**config.mk**
```make
export PLATFORM = sky130hd
export DESIGN_NAME = mod_collector
export DESIGN_NICKNAME = d
export VERILOG_FILES = /design/src/rtl/mod_collector_pkg.sv /design/src/rtl/mod_collector_fifo.sv /design/src/rtl/mod_collector.sv
export SDC_FILE = /design/constraint.sdc
export NUM_CORES = 1
export LEC_CHECK = 0
export CAP_MARGIN = 0
export CELL_PAD_IN_SITES_DETAIL_PLACEMENT = 1
export CELL_PAD_IN_SITES_GLOBAL_PLACEMENT = 1
export CORE_MARGIN = 2
export CORE_UTILIZATION = 40
export DETAILED_ROUTE_END_ITERATION = 7
export PLACE_DENSITY_LB_ADDON = 0.1
export RECOVER_POWER = 50
export SLEW_MARGIN = 0
export SYNTH_ARGS = -nofsm -noshare
export SYNTH_HDL_FRONTEND = slang
export SYNTH_SLANG_ARGS = --single-unit
```
**constraint.sdc**
```tcl
create_clock -name clk -period 7 [get_ports clk]
set_input_delay 1.05 -clock clk [delete_from_list [all_inputs] [get_ports clk]]
set_output_delay 1.05 -clock clk [all_outputs]
set_load 0.03 [all_outputs]
```
**src/rtl/mod_collector_pkg.sv**
```systemverilog
// mod_collector_pkg: shared types and helpers for the round-robin collector.
//   COL_PORT_COUNT / COL_IN_WIDTH : build configuration that sizes collector_beat_t;
//                                   the mod_collector parameters default to these values
//   collector_beat_t              : one FIFO entry {port_id, flag, data, parity}
//   rr_pick()                     : round-robin find-first, returns {found, index}
package mod_collector_pkg;

  localparam int COL_PORT_COUNT = 6;
  localparam int COL_IN_WIDTH   = 4;
  localparam int COL_ID_W       = $clog2(COL_PORT_COUNT);

  typedef struct packed {
    logic [COL_ID_W-1:0]     port_id;
    logic                    flag;
    logic [COL_IN_WIDTH-1:0] data;
    logic                    parity;
  } collector_beat_t;

  localparam int COL_BEAT_W = $bits(collector_beat_t);

  // First set bit of vld searching upward from ptr, wrapping modulo the port
  // count. MSB of the result is the found flag.
  function automatic logic [COL_ID_W:0] rr_pick(input logic [COL_PORT_COUNT-1:0] vld,
                                                input logic [COL_ID_W-1:0]       ptr);
    logic                found;
    logic [COL_ID_W-1:0] idx;
    int                  p;
    found = 1'b0;
    idx   = '0;
    for (int i = 0; i < COL_PORT_COUNT; i++) begin
      p = (int'(ptr) + i) % COL_PORT_COUNT;
      if (!found && vld[p]) begin
        found = 1'b1;
        idx   = COL_ID_W'(p);
      end
    end
    return {found, idx};
  endfunction

endpackage

```
**src/rtl/mod_collector_fifo.sv**
```systemverilog
// mod_collector_fifo: first-word fall-through FIFO of collector_beat_t.
//   clk, rst      : clock, async active-low reset (pointers and head register)
//   push/push_beat: write request and entry (ignored when full)
//   pop           : consume head (ignored when empty)
//   head          : registered head entry, reads 0 out of reset
//   full/empty    : status
//   count         : occupancy, 0..DEPTH
module mod_collector_fifo
  import mod_collector_pkg::*;
#(
  parameter  int DEPTH = 4,
  localparam int AW    = $clog2(DEPTH),
  localparam int PW    = AW + 1
) (
  input  logic            clk,
  input  logic            rst,
  input  logic            push,
  input  collector_beat_t push_beat,
  input  logic            pop,
  output collector_beat_t head,
  output logic            full,
  output logic            empty,
  output logic [PW-1:0]   count
);

  collector_beat_t mem_q [DEPTH];
  collector_beat_t head_q, head_d;
  logic [PW-1:0]   wr_q, wr_d, rd_q, rd_d;
  logic            do_push, do_pop;

  // Extra pointer MSB separates full (MSBs differ) from empty (identical).
  assign empty = (wr_q == rd_q);
  assign full  = (wr_q[AW] != rd_q[AW]) && (wr_q[AW-1:0] == rd_q[AW-1:0]);
  assign count = wr_q - rd_q;
  assign head  = head_q;

  always_comb begin
    do_push = push && !full;
    do_pop  = pop && !empty;
    wr_d    = wr_q + PW'(do_push);
    rd_d    = rd_q + PW'(do_pop);
    head_d  = head_q;
    // The head register mirrors the entry at the (next) read pointer. When
    // that slot is the one being written this cycle, forward the push data.
    if (do_pop) begin
      if (rd_d == wr_q) begin
        if (do_push) head_d = push_beat;
      end else begin
        head_d = mem_q[rd_d[AW-1:0]];
      end
    end else if (empty && do_push) begin
      head_d = push_beat;
    end
  end

  always_ff @(posedge clk or negedge rst) begin
    if (!rst) begin
      wr_q   <= '0;
      rd_q   <= '0;
      head_q <= '0;
    end else begin
      wr_q   <= wr_d;
      rd_q   <= rd_d;
      head_q <= head_d;
    end
  end

  // Storage is not reset; only the pointers define what is valid.
  always_ff @(posedge clk) begin
    if (do_push) mem_q[wr_q[AW-1:0]] <= push_beat;
  end

endmodule

```
**src/rtl/mod_collector.sv**
```systemverilog
// mod_collector: round-robin merge of PORT_COUNT valid/ready streams into one
// FWFT output stream tagged with source port id and even parity.
//   clk, rst                   : clock, async active-low reset
//   in_valid/in_ready          : per-port handshake (in_ready is one-hot grant or zero)
//   in0, in_data               : per-port flag bit and data (port i at [i*IN_WIDTH +: IN_WIDTH])
//   out_valid/out_ready        : output handshake
//   out_port_id/out0/out_data/out_parity : head beat fields
//   fifo_count                 : output FIFO occupancy
//   cnt_sel/cnt_val            : saturating per-port beat counter readback
module mod_collector
  import mod_collector_pkg::*;
#(
  parameter  int PORT_COUNT = COL_PORT_COUNT,
  parameter  int IN_WIDTH   = COL_IN_WIDTH,
  parameter  int FIFO_DEPTH = 4,
  parameter  int CNT_WIDTH  = 8,
  localparam int ID_W       = $clog2(PORT_COUNT),
  localparam int CW         = $clog2(FIFO_DEPTH) + 1
) (
  input  logic                           clk,
  input  logic                           rst,
  input  logic [PORT_COUNT-1:0]          in_valid,
  output logic [PORT_COUNT-1:0]          in_ready,
  input  logic [PORT_COUNT-1:0]          in0,
  input  logic [PORT_COUNT*IN_WIDTH-1:0] in_data,
  output logic                           out_valid,
  input  logic                           out_ready,
  output logic [ID_W-1:0]                out_port_id,
  output logic                           out0,
  output logic [IN_WIDTH-1:0]            out_data,
  output logic                           out_parity,
  output logic [CW-1:0]                  fifo_count,
  input  logic [ID_W-1:0]                cnt_sel,
  output logic [CNT_WIDTH-1:0]           cnt_val
);

  logic [ID_W-1:0]                      rr_ptr_q, rr_ptr_d;
  logic [PORT_COUNT-1:0][CNT_WIDTH-1:0] cnt_q, cnt_d;
  logic [ID_W:0]                        pick;
  logic                                 grant;
  logic [ID_W-1:0]                      gnt_id;
  logic [IN_WIDTH-1:0]                  gnt_data;
  logic                                 fifo_full, fifo_empty, pop;
  collector_beat_t                      push_beat, head_beat;

  always_comb begin
    pick     = rr_pick(in_valid, rr_ptr_q);
    gnt_id   = pick[ID_W-1:0];
    // Full blocks the grant even when a pop happens this cycle, so in_ready
    // never depends on out_ready. Gating with rst keeps in_ready low in reset.
    grant    = rst && pick[ID_W] && !fifo_full;
    gnt_data = in_data[int'(gnt_id)*IN_WIDTH +: IN_WIDTH];
    push_beat.port_id = gnt_id;
    push_beat.flag    = in0[gnt_id];
    push_beat.data    = gnt_data;
    push_beat.parity  = in0[gnt_id] ^ (^gnt_data);

    in_ready = '0;
    rr_ptr_d = rr_ptr_q;
    cnt_d    = cnt_q;
    if (grant) begin
      in_ready[gnt_id] = 1'b1;
      rr_ptr_d = (gnt_id == ID_W'(PORT_COUNT - 1)) ? '0 : gnt_id + 1'b1;
      if (cnt_q[gnt_id] != '1) cnt_d[gnt_id] = cnt_q[gnt_id] + 1'b1;
    end
  end

  always_ff @(posedge clk or negedge rst) begin
    if (!rst) begin
      rr_ptr_q <= '0;
      cnt_q    <= '0;
    end else begin
      rr_ptr_q <= rr_ptr_d;
      cnt_q    <= cnt_d;
    end
  end

  assign pop = !fifo_empty && out_ready;

  mod_collector_fifo #(.DEPTH(FIFO_DEPTH)) u_fifo (
    .clk       (clk),
    .rst       (rst),
    .push      (grant),
    .push_beat (push_beat),
    .pop       (pop),
    .head      (head_beat),
    .full      (fifo_full),
    .empty     (fifo_empty),
    .count     (fifo_count)
  );

  assign out_valid   = !fifo_empty;
  assign out_port_id = head_beat.port_id;
  assign out0        = head_beat.flag;
  assign out_data    = head_beat.data;
  assign out_parity  = head_beat.parity;

  // Out-of-range selects fall through to 0.
  always_comb begin
    cnt_val = '0;
    for (int i = 0; i < PORT_COUNT; i++) begin
      if (cnt_sel == ID_W'(i)) cnt_val = cnt_q[i];
    end
  end

endmodule

```
==> Word level (Yosys, flattened, before mapping) <==
Memory sizes are Yosys's and may differ from the RTL's.
Index checks and enable logic that the tools add are counted.
{ "totals": {"n_memories": 1, "in_bits": 42, "ram_bits": 36, "output_inout_bits": 27, "ff_bits": 66, "word_cells": 130} }
{ "classes": {"n_bitwise": 1, "n_div": 6, "reduce_logical": 25, "n_lt_le_gt_ge": 8, "n_shift": 1, "n_eq_ne": 12, "n_mux": 53, "n_addsub": 10} }
{ "mem_list": {"columns": ["memory", "depth", "width", "read_ports", "rd_clocked_by_memory_dff", "wr", "line_no", "text"], "rows": [
  ["u_fifo.mem_q", 4, 9, 1, 0, 1, "mod_collector_fifo.sv:26", "collector_beat_t mem_q [DEPTH];"]
]} }
{ "op_table": {"columns": ["operator", "n"], "rows": [
  ["< comparator 32 x 5 -> 1 bit, second input constant", 6],
  ["remainder unit 32 x 4 -> 32 bit, second input constant", 5],
  ["2-to-1 mux 8 bit", 8],
  ["bitwise mux 48 bit", 1],
  ["2-to-1 mux 9 bit", 4],
  ["remainder unit 4 x 4 -> 32 bit, second input constant", 1],
  ["binary-select mux 8 bit (select 3 bit)", 1],
  ["demux 8 bit (select 3 bit)", 1],
  ["variable part select 24 x 6 -> 4 bit", 1],
  ["2-to-1 mux 1 bit", 22],
  ["binary-select mux 1 bit (select 3 bit)", 7],
  ["2-to-1 mux 3 bit", 7],
  ["logical AND 1 bit", 13],
  ["== test 3 bit, second input constant", 3],
  ["adder 3 x 2 -> 4 bit, second input constant", 2],
  ["adder 3 x 3 -> 4 bit, second input constant", 2],
  ["adder 8 x 1 -> 8 bit, second input constant", 1],
  ["!= test 8 bit, second input constant", 1],
  ["zero test 1 bit", 7],
  ["adder 3 x 1 -> 3 bit", 2],
  ["== test 3 x 2 -> 1 bit, second input constant", 2],
  ["== test 3 bit", 2],
  ["2-to-1 mux 6 bit", 1],
  ["adder 3 x 1 -> 4 bit, second input constant", 1],
  ["other kinds (14)", 15]
]} }

==> Longest topological paths before layout <==
{ "logic_depth": {"ltp_word": 26, "ltp_mapped": 24, "depth_no_buf": 20} }

==> Hierarchy <==
A second synthesis with hierarchy kept.
{ "unflattened": {"hier_cells": 652, "hier_area_um2": 7019.2} }
{ "modules_own_cells": {"columns": ["mod", "n_inst", "area_each_um2", "cells_each"], "rows": [
  ["mod_collector", 1, 4688.2, 504],
  ["mod_collector_fifo", 1, 2331.0, 148]
]} }

==> Worst setup path after synthesis <==
Ideal clock, no wire load.
{ "synth_timing": {"kind": "reg2reg", "startpoint": "register rr_ptr_q[0]", "endpoint": "register cnt_q[24] (netlist name)", "required_ns": 6.872, "path_stages_with_launch": 25, "t_arrival_ns": 5.240, "synth_period_minus_slack_ns": 5.368, "n_path_buf": 5, "slack_ns": 1.632, "path_cell_list": "dfrtp_1 -> buf_2 -> buf_2 -> inv_1 -> ha_1 -> xnor2_1 -> ha_1 -> nor2b_1 -> a211oi_1 -> or3_1 -> a211o_1 -> o2111ai_1 -> o32ai_1 -> buf_2 -> inv_2 -> buf_2 -> a2111oi_0 -> a211oi_1 -> nor2_1 -> inv_1 -> ha_1 -> nor3b_4 -> buf_6 -> a31oi_4 -> mux2_1"} }
{ "synth_via": {"elab_chain_len": 25} }
{ "synth_rtl": {"columns": ["element", "line_no", "text"], "rows": [
  ["start, declared", "mod_collector.sv:37", "logic [ID_W-1:0] rr_ptr_q, rr_ptr_d;"],
  ["start signal, assigned", "mod_collector.sv:73", "rr_ptr_q <= rr_ptr_d;"],
  ["branches (longest 19 deep; another with remainder unit 32 x 4 -> 32 bit)", null, null],
  ["2-to-1 mux 3 bit *", "mod_collector_pkg.sv:32", "if (!found && vld[p]) begin"],
  ["named net gnt_id[2]", "mod_collector.sv:41", "logic [ID_W-1:0] gnt_id;"],
  ["branches (longest 5 deep; another with adder 8 x 1 -> 8 bit)", null, null],
  ["end signal, assigned", "mod_collector.sv:74", "cnt_q <= cnt_d;"],
  ["end, declared", "mod_collector.sv:38", "logic [PORT_COUNT-1:0][CNT_WIDTH-1:0] cnt_q, cnt_d;"]
]} }
Mark *: on every way through the listed nets, which the timed path passes. The select of a mux whose other input is x is not followed.
A chain may end at the register's enable or synchronous reset.

==> Worst setup path after layout <==
{ "layout_timing": {"startpoint": "register rr_ptr_q[1]", "endpoint": "output port in_ready[5]"} }
{ "layout_via": {"elab_chain_len": 25} }
{ "layout_rtl": {"columns": ["element", "line_no", "text"], "rows": [
  ["branches (longest 24 deep; another with remainder unit 32 x 4 -> 32 bit)", null, null],
  ["2-to-1 mux 6 bit *", "mod_collector.sv:61", "if (grant) begin"],
  ["end, declared", "mod_collector.sv:23", "output logic [PORT_COUNT-1:0] in_ready,"]
]} }
Mark *: on every way between the ends. The select of a mux whose other input is x is not followed.

==> metrics.csv <==
metric,value,unit
status,finished with violations,
violations,"max-capacitance violations, max-slew violations",
synth_top_area_share,0.237,
synth_area_leaders,"dfrtp_1 24%, edfxtp_1 15%, mux2i_1 5.4%",
ys.flop_type,dfrtp_1,
max_stage_delay,720,ps
rows,48,
via_per_inst,5.87,
path_common_cell,inv_1,
synthMuxAreaShare,0.148,
synthDistinctLibCells,75,
worst_slew_pin_slew,3900,ps
final_cell_mix,"66 x dfrtp_1, 58 x nor2_1, 52 x a21oi_1",
route.detailed.drc,0,
cts_sinks,102,
syn-instance-count,687,
end_kind,primary output,
synth_xor_area_frac,0.0267,
placed_cell_area,0.00786,mm^2
grt_max_degree,67,
worst-setup-path-type,register to primary output,
cts_tree,yes,
rr_startpoint,rr_ptr_q[1],
num-nets-final,805,
hold_viol,0,
synth_compound_area_frac,0.183,
instances_no_fill,972,
io_pins,69,
final_area,0.00815,mm^2
grt_pass1_vias,6065,
maxCapViolCount,1,
r2r_cells,20,
synth_top_cell_by_area,dfrtp_1,
gr-total-overflow,0,
critPathMaxFanout,10,
die_h,136,um
hold_slack,521,ps
maxSlewHeadroom,-1.60,
drtPass1Iterations,5,
fin_crit,6530,ps
grt_pass1_wl,33700,um
cts_buffers,9,
dp.cells,956,
synth_edf_count,36,
hpwlAfterDp,15400,um
postCtsSetupBuffers,0,
maxSlewViolCount,67,
wire_per_inst,21.6,um
start_util,0.406,
hp-class,register to register,
place_congestion,0.889,
clk_transition_reported_paths,70,ps
synth_fa_ha_area_frac,0.0387,
final_common_cell,dfrtp_1,
cpMaxStageDelayCell,clkdlybuf4s50_1,
critPathArrivalTime,5480,ps
ff2ff_setup_slack,590,ps
die_area,0.0185,mm^2
yosysSeqAreaShare,0.392,
synth-simple-area-share,0.161,
finalCritPeriodShare,0.932,
fp.dieW,136,um
synth_top_family_by_area,compound AO/OA/AOI/OAI gates,
ctsHoldBuffers,0,
cts.path.max_buffers,2,
area_growth,16.7,%
track_usage,0.237,
coreArea,0.0172,mm^2
critPathTopFamily,simple AND/OR/NAND/NOR gates,
rr_endpoint,cnt_q[25],
ctsResizeCount,0,
fmax,153,MHz
synth_nets,750,
critPathLaunchType,register,
synth_warnings,0,
setup_violations,0,
antenna_found_initial,0,
worst_ep_required_time,5950,ps
clk_latency,360,ps
rsz0062_at_grt,no,
avgSynthCellArea,10.2,um^2
io_buffers,68,
path_cells,"inv_1, ha_1, a21oi_1, inv_1, ha_1, nor2b_1, a211oi_1, or3_1, a211o_1, nand3_1, nor3_1, nor2_1, nand3_1, inv_1, clkdlybuf4s50_1",
drtIter0Drc,262,
h-tree-depth,3,
path_buf_inv,4,
antennaDiodeCount,0,
syn_area,0.00698,mm^2
final.setup.tns,0,ps
layout-drive-gt1-share,0.138,
ant_nets,0,
worstSetupEndpoint,in_ready[5],
vias,5707,
finClkSkew,5.91,ps
routed_wl,21000,um
crit_start,rr_ptr_q[1],
synthArstFlopShare,0.647,
path_depth,15,
ys_ff_latch,102,
clockRootBuffer,clkbuf_16,
==> cell families (layout without fill, tap and decap cells) <==
family                   Yosys count  count (layout)
AO/OA/AOI/OAI                    169             169
XOR/XNOR                          18              18
adder cells (fa/ha/maj)           21              21
buffers and inverters             77             137
flip-flops                       102             102
multiplexers                      87              87
AND/OR/NAND/NOR                  213             213
==> sequential cells by signal, summed over array words and instances (netlist names) <==
register      flops
cnt_q            48
u_fifo.mem_q     36
u_fifo.head       9
rr_ptr_q          3
u_fifo.rd_q       3
u_fifo.wr_q       3
==> synth_stat cells (all sizes together) (7+ instances only) <==
cell	number
mux2	40
mux2i	38
o221ai	15
nor2b	9
nor3	21
buf	27
a21oi	52
a211oi	9
mux4	9
a21o	9
nand3	50
xor2	7
nor2	59
edfxtp	36
clkbuf	15
o21ai	35
a31oi	11
nand2	34
ha	20
xnor2	10
inv	35
dfrtp	66
and3	13
==> metrics by stage <==
stage,worst slack [ps],util
after global routing,47.9,0.474
final,473,0.474
after floorplan,1630,-
after detailed placement,692,0.458
after global placement,890,0.458
after CTS,477,0.475
==> tightest hold or removal path, cell delays in order (launching register included) <==
cell and delay (ps):
dfrtp_1 340, nor2_1 50, a21oi_1 100
==> cell type report <==
| class | instances | area, um^2 |
|---|---|---|
| clock inverter | 6 | 51.3 |
| inverter | 35 | 134 |
| multi-input combinational | 508 | 3900 |
| tap | 225 | 282 |
| sequential | 102 | 2730 |
| timing repair buffer | 86 | 798 |
| clock buffer | 10 | 250 |
| fill | 1920 | 9030 |
==> worst min path at each step <==
stage                         from              to  slack, ps  depth (start not counted)
floorplan                cnt_q[41]       cnt_q[41]        470                          1
global placement         cnt_q[25]       cnt_q[25]        480                          1
detailed placement       cnt_q[25]       cnt_q[25]        500                          1
CTS                      cnt_q[25]       cnt_q[25]        520                          1
global route              cnt_q[1]        cnt_q[1]        550                          1
finish              u_fifo.head[2]  u_fifo.head[2]        520                          2
==> layer usage <==
metal	up-vias	global-route usage	routed length, um
met2	131	0.409	10500
li1	2657	-	-
met1	2894	0.309	9460
met5	-	0	0
met4	0	0.0648	356
met3	25	0.0350	696
Power is left out: the tool's default activity adds up to more than one toggle a clock period on the data nets, which glitch-free logic cannot reach.
